## src/rtl/key_matrix_scanner.sv

```systemverilog
// key_matrix_scanner: strobes the columns of an N x N key matrix one at a
// time, senses the rows, debounces every key and keeps a flattened bitmap
// (bit N*y+x = column x, row y). Each debounced press or release is offered
// as an event over a valid/ready handshake; scanning waits for the consumer.
// Optional build macro KEY_SCAN_SYNC_EN: when defined, rows_in passes through
// a 2-flop synchronizer before sampling (SETTLE_CYCLES must then be >= 3).
module key_matrix_scanner #(
  parameter int N              = 5,
  parameter int SETTLE_CYCLES  = 16,
  parameter int DEBOUNCE_SCANS = 4
) (
  input  logic                   clk,
  input  logic                   rst,
  input  logic                   ena,
  input  logic [N-1:0]           rows_in,
  output logic [N-1:0]           cols_out,
  output logic [N*N-1:0]         keys,
  output logic                   event_valid,
  input  logic                   event_ready,
  output logic [$clog2(N*N)-1:0] event_index,
  output logic                   event_pressed,
  output logic                   frame_done
);

  localparam int XW = $clog2(N);
  localparam int IW = $clog2(N*N);
  localparam int SW = (SETTLE_CYCLES > 1) ? $clog2(SETTLE_CYCLES) : 1;
  localparam int CW = $clog2(DEBOUNCE_SCANS + 1);

  localparam logic [XW-1:0] X_LAST      = XW'(N - 1);
  localparam logic [SW-1:0] SETTLE_LAST = SW'(SETTLE_CYCLES - 1);
  localparam logic [CW-1:0] DEB_LIMIT   = CW'(DEBOUNCE_SCANS);

  typedef enum logic [2:0] {
    IDLE,
    DRIVE,
    SAMPLE,
    EMIT,
    NEXT
  } state_t;

  state_t state, state_next;

  logic [XW-1:0] x;
  logic [SW-1:0] settle_cnt;
  logic [CW-1:0] deb_cnt [N*N];
  logic [N-1:0]  pending;
  logic [N-1:0]  row_sample;

  logic [IW-1:0] key_idx [N];
  logic [CW-1:0] cnt_inc [N];
  logic [N-1:0]  row_differs;
  logic [N-1:0]  row_toggles;
  logic [XW-1:0] sel_row;
  logic [N-1:0]  sel_onehot;
  logic [N-1:0]  pending_acked;

`ifdef KEY_SCAN_SYNC_EN
  logic [N-1:0] rows_meta;
  logic [N-1:0] rows_sync;

  // Two-flop synchronizer so asynchronous switch contacts cannot go metastable
  always_ff @(posedge clk or posedge rst) begin
    if (rst) begin
      rows_meta <= '0;
      rows_sync <= '0;
    end else begin
      rows_meta <= rows_in;
      rows_sync <= rows_meta;
    end
  end

  assign row_sample = rows_sync;
`else
  assign row_sample = rows_in;
`endif

  // Per-row view of the keys in the current column: index, mismatch, and whether this scan flips it
  always_comb begin
    for (int y = 0; y < N; y++) begin
      key_idx[y]     = IW'(N * y) + IW'(x);
      row_differs[y] = (row_sample[y] != keys[key_idx[y]]);
      cnt_inc[y]     = deb_cnt[key_idx[y]] + CW'(1);
      row_toggles[y] = row_differs[y] && (cnt_inc[y] == DEB_LIMIT);
    end
  end

  // Pick the lowest pending row; that is the event currently offered
  always_comb begin
    sel_row = '0;
    for (int y = N - 1; y >= 0; y--) begin
      if (pending[y]) sel_row = XW'(y);
    end
    sel_onehot    = N'(1) << sel_row;
    pending_acked = pending & ~sel_onehot;
  end

  // State register
  always_ff @(posedge clk or posedge rst) begin
    if (rst) state <= IDLE;
    else     state <= state_next;
  end

  // Next-state logic: a started column always runs to completion regardless of ena
  always_comb begin
    state_next = state;
    case (state)
      IDLE:    if (ena) state_next = DRIVE;
      DRIVE:   if (settle_cnt == SETTLE_LAST) state_next = SAMPLE;
      SAMPLE:  state_next = (|row_toggles) ? EMIT : NEXT;
      EMIT:    if (event_ready && (pending_acked == '0)) state_next = NEXT;
      NEXT:    state_next = ena ? DRIVE : IDLE;
      default: state_next = IDLE;
    endcase
  end

  // Outputs decoded from state; column drive is dropped in NEXT for break-before-make
  always_comb begin
    cols_out      = '0;
    event_valid   = 1'b0;
    event_index   = '0;
    event_pressed = 1'b0;
    frame_done    = 1'b0;
    case (state)
      DRIVE, SAMPLE: cols_out = N'(1) << x;
      EMIT: begin
        cols_out      = N'(1) << x;
        event_valid   = 1'b1;
        event_index   = key_idx[sel_row];
        event_pressed = keys[key_idx[sel_row]];
      end
      NEXT:    frame_done = (x == X_LAST);
      default: ;
    endcase
  end

  // Scan datapath: settle timing, debounce of the driven column, event bookkeeping, column advance
  always_ff @(posedge clk or posedge rst) begin
    if (rst) begin
      settle_cnt <= '0;
      x          <= '0;
      pending    <= '0;
      keys       <= '0;
      for (int k = 0; k < N * N; k++) deb_cnt[k] <= '0;
    end else begin
      case (state)
        DRIVE: begin
          if (settle_cnt == SETTLE_LAST) settle_cnt <= '0;
          else                           settle_cnt <= settle_cnt + SW'(1);
        end
        SAMPLE: begin
          for (int y = 0; y < N; y++) begin
            if (!row_differs[y]) begin
              deb_cnt[key_idx[y]] <= '0;
            end else if (row_toggles[y]) begin
              keys[key_idx[y]]    <= ~keys[key_idx[y]];
              deb_cnt[key_idx[y]] <= '0;
              pending[y]          <= 1'b1;
            end else begin
              deb_cnt[key_idx[y]] <= cnt_inc[y];
            end
          end
        end
        EMIT: begin
          if (event_ready) pending <= pending_acked;
        end
        NEXT: begin
          x <= (x == X_LAST) ? '0 : x + XW'(1);
        end
        default: ;
      endcase
    end
  end

endmodule

```

## config.mk

```make
export PLATFORM = sky130hd
export DESIGN_NAME = key_matrix_scanner
export DESIGN_NICKNAME = d
export VERILOG_FILES = /design/src/rtl/key_matrix_scanner.sv
export SDC_FILE = /design/constraint.sdc
export NUM_CORES = 1
export LEC_CHECK = 0
export ABC_AREA = 1
export CORE_UTILIZATION = 53
export CTS_CLUSTER_SIZE = 24
export DETAILED_ROUTE_END_ITERATION = 8
export GPL_ROUTABILITY_DRIVEN = 1
export PLACE_DENSITY = 0.75
export SETUP_SLACK_MARGIN = 0.4
export SYNTH_ARGS = -nofsm -noshare
export SYNTH_HDL_FRONTEND = slang
export SYNTH_SLANG_ARGS = --single-unit
export TNS_END_PERCENT = 30
```

## constraint.sdc

```tcl
create_clock -name clk -period 4.1 [get_ports clk]
set_clock_uncertainty 0.15 [all_clocks]
set_input_delay 0.82 -clock clk [delete_from_list [all_inputs] [get_ports clk]]
set_output_delay 0.82 -clock clk [all_outputs]
set_load 0.01 [all_outputs]
```

==> flow_metrics.py <==
metrics = {
    "status": {
        "outcome": "finished clean",
    },
    "cts": {
        "cts.sinks": 115,
        "cts_tree": "built",
        "root_buffer": "clkbuf_16",
        "cts_buffers": 17,
        "htree_levels": 4,
        "clk_latency_ps": 440,
        "clockBufferDepth": 2,
        "clkTransAtPathRegs_ps": 60,
    },
    "global_routing": {
        "grt_usage_pct": 46.9,
        "grt_max_degree": 116,
        "grt_overflow_total": 0,
        "antenna_found_initial": 0,
        "grt_pass1_wl_um": 84000,
        "first_global_vias": 14346,
    },
    "finish": {
        "drive_gt1_share_pct": 10.2,
        "nets": 2276,
        "layout.cells.non_filler": 2540,
        "nFillCells": 2180,
        "final_common_cell": "nand2_1",
        "synthToLayoutAreaGrowth_pct": 17.7,
        "n_antenna_cell": 0,
        "final_cell_mix": "nand2_1 (785), nand3_1 (211), nor2_1 (202), inv_1 (197), o21ai_0 (141)",
    },
    "place": {
        "gp_congestion": 1.05,
        "placed_cells": 2475,
        "hpwl_um": 38900,
        "port_buffers": 46,
    },
    "timing": {
        "clock.fmax_ghz": 0.268,
        "post-route-min-period_ps": 3730,
        "drv_slew": 0,
        "final.setup.tns_ps": 0,
        "setup_viol": 0,
        "rsz0062_at_grt": "true",
        "fin_crit_sh_pct": 90.9,
        "hold_viol": 0,
        "slew_headroom_pct": 49.4,
        "worst_pin_slew_ps": 758,
    },
    "routing": {
        "vias": 16010,
        "avgRoutedWirePerCell_um": 22.2,
        "drt-initial-drc-count": 2260,
        "drc": 0,
        "totalWireLength_um": 56400,
        "drtPass1Iterations": 7,
        "viasPerCell": 6.30,
        "ant_nets": 0,
    },
    "worst_hold_path": {
        "hp-class": "flip-flop to flip-flop",
    },
    "setup_path": {
        "end_kind": "output port",
        "slowest_stage": "dfrtp_1",
        "cp.arrival_ps": 2760,
        "crit_path_frequent_cell": "nor2_1",
        "cp.required_ps": 3130,
        "crit_path_max_fanout": 6,
        "max_stage_delay_ps": 430,
        "crit_path_start_kind": "flip-flop",
        "cp_cell_sequence": "inv_2 -> nand2_4 -> nand2_2 -> nand2_2 -> buf_6 -> o21ai_4 -> xor2_2 -> buf_6 -> clkinvlp_4 -> nor2_1 -> nor2_1 -> o21ai_1 -> o21ai_1 -> nor2_1 -> nor2_1 -> nor2_1 -> buf_2",
        "critPathKind": "flip-flop to output port",
    },
    "synth": {
        "ys_warn_count": 0,
        "synthArstFlopShare_pct": 100,
        "syn_area_per_cell_um2": 5.62,
        "synth_flop_cell": "dfrtp_1",
        "syn_nets": 2202,
        "post-synth-top-area-cell": "nand2_1",
        "netlist_area_um2": 12200,
        "ys_top_cells_by_area": "nand2_1 (24%), dfrtp_1 (24%), nand3_1 (8.8%), nor2_1 (6.4%), inv_1 (6.2%)",
        "yosysSeqAreaShare_pct": 23.6,
        "ys_ff_latch": 115,
        "syn_inst": 2168,
        "synth.top_cell.area_share_pct": 24.5,
        "ys_types": 41,
        "synth_edf_count": 0,
    },
    "die": {
        "rows": 55,
        "die_h_um": 154,
        "die_w_um": 154,
        "start_util_pct": 53.9,
        "core_area_um2": 22600,
        "fp.dieArea_um2": 23600,
        "io_pins": 47,
    },
    "flow_run": {
        "maxCapViolations": 0,
    },
}
cells by family after synthesis:
group                    after synthesis  share of synthesized area [%]
AO/OA/AOI/OAI                        411                           18.1
XOR/XNOR                               3                          0.278
adder cells (fa/ha/maj)               25                           2.57
buffers and inverters                319                           11.0
flip-flops                           115                           23.6
multiplexers                           4                          0.329
AND/OR/NAND/NOR                     1291                           44.1
metrics by stage:
stage,utilization [%],cell area [um2],worst slack (ps),hold WS [ps]
final,63.5,14300,373,347
after global routing,63.5,14300,118,399
after CTS,61.5,13900,352,343
after detailed placement,58.0,13100,228,324
after global placement,58.0,13100,291,313
after floorplan,-,12200,70.5,299
per-layer routing:
layer,GRT usage [%],routed length [um],vias to the layer above
met1,59.4,20600,7128
met5,0,0,-
li1,-,-,7210
met2,70.3,23500,1339
met4,32.8,4600,0
met3,11.5,7730,333
worst max-delay path: cells and delay by family (launching register included):
family	cells	cell delay, ps
AO/OA/AOI/OAI	3	340
XOR/XNOR	1	180
buffers and inverters	5	680
flip-flops	1	430
AND/OR/NAND/NOR	8	690
state kept, by name (all words and copies together) (netlist names):
register    flops
keys           25
x               3
deb_cnt        75
settle_cnt      4
pending         5
state           3
final cells by class:
| cell class | instances | area [um2] | share of cell area [%] |
|---|---|---|---|
| flip-flops and latches | 115 | 2880 | 20.1 |
| clock buffers | 17 | 425 | 2.97 |
| clock inverters | 15 | 171 | 1.20 |
| multi-input cells | 1736 | 8230 | 57.4 |
| inverters | 225 | 885 | 6.17 |
| repair buffers | 146 | 1370 | 9.57 |
| well taps | 285 | 357 | 2.49 |
| repair inverters | 1 | 7.51 | 0.0524 |
path summary, 6_finish.rpt:
| kind | slack (ps) | from | cells past startpoint | to |
|---|---|---|---|---|
| setup / recovery | 370 | pending[2]$_DFFE_PP0P_ | 17 | event_pressed |
| hold reg to reg | 350 | deb_cnt[58]$_DFFE_PP0P_ | 2 | deb_cnt[58]$_DFFE_PP0P_ |
| max in group asynchronous | 2460 | rst | 3 | deb_cnt[36]$_DFFE_PP0P_ |
| min in group asynchronous | 790 | rst | 3 | settle_cnt[1]$_DFFE_PP0P_ |
| setup reg to reg | 500 | x[1]$_DFFE_PP0P_ | 22 | deb_cnt[7]$_DFFE_PP0P_ |
| hold / removal | 350 | deb_cnt[58]$_DFFE_PP0P_ | 2 | deb_cnt[58]$_DFFE_PP0P_ |
cells in the mapped netlist, drive strengths merged, types with 4 or more instances:
master,count
o22ai,8
nor2,223
ha,25
nand2,808
inv,220
clkinv,5
nand4,33
o211ai,31
mux2i,4
a21oi,130
o21bai,4
nor3,7
o21ai,215
dfrtp,115
a31oi,17
clkbuf,42
nand3,217
buf,52
timing repair:
item,4_1_cts,5_1_grt
setup endpoints to repair,43,102
hold buffers,0,0
buffers inserted,11,16
resized for setup,20,66
pin swaps,2,7
hold endpoints to repair,0,0
gates cloned,2,4
Power is left out: the tool's default activity adds up to more than one toggle a clock period on the data nets, which glitch-free logic cannot reach.
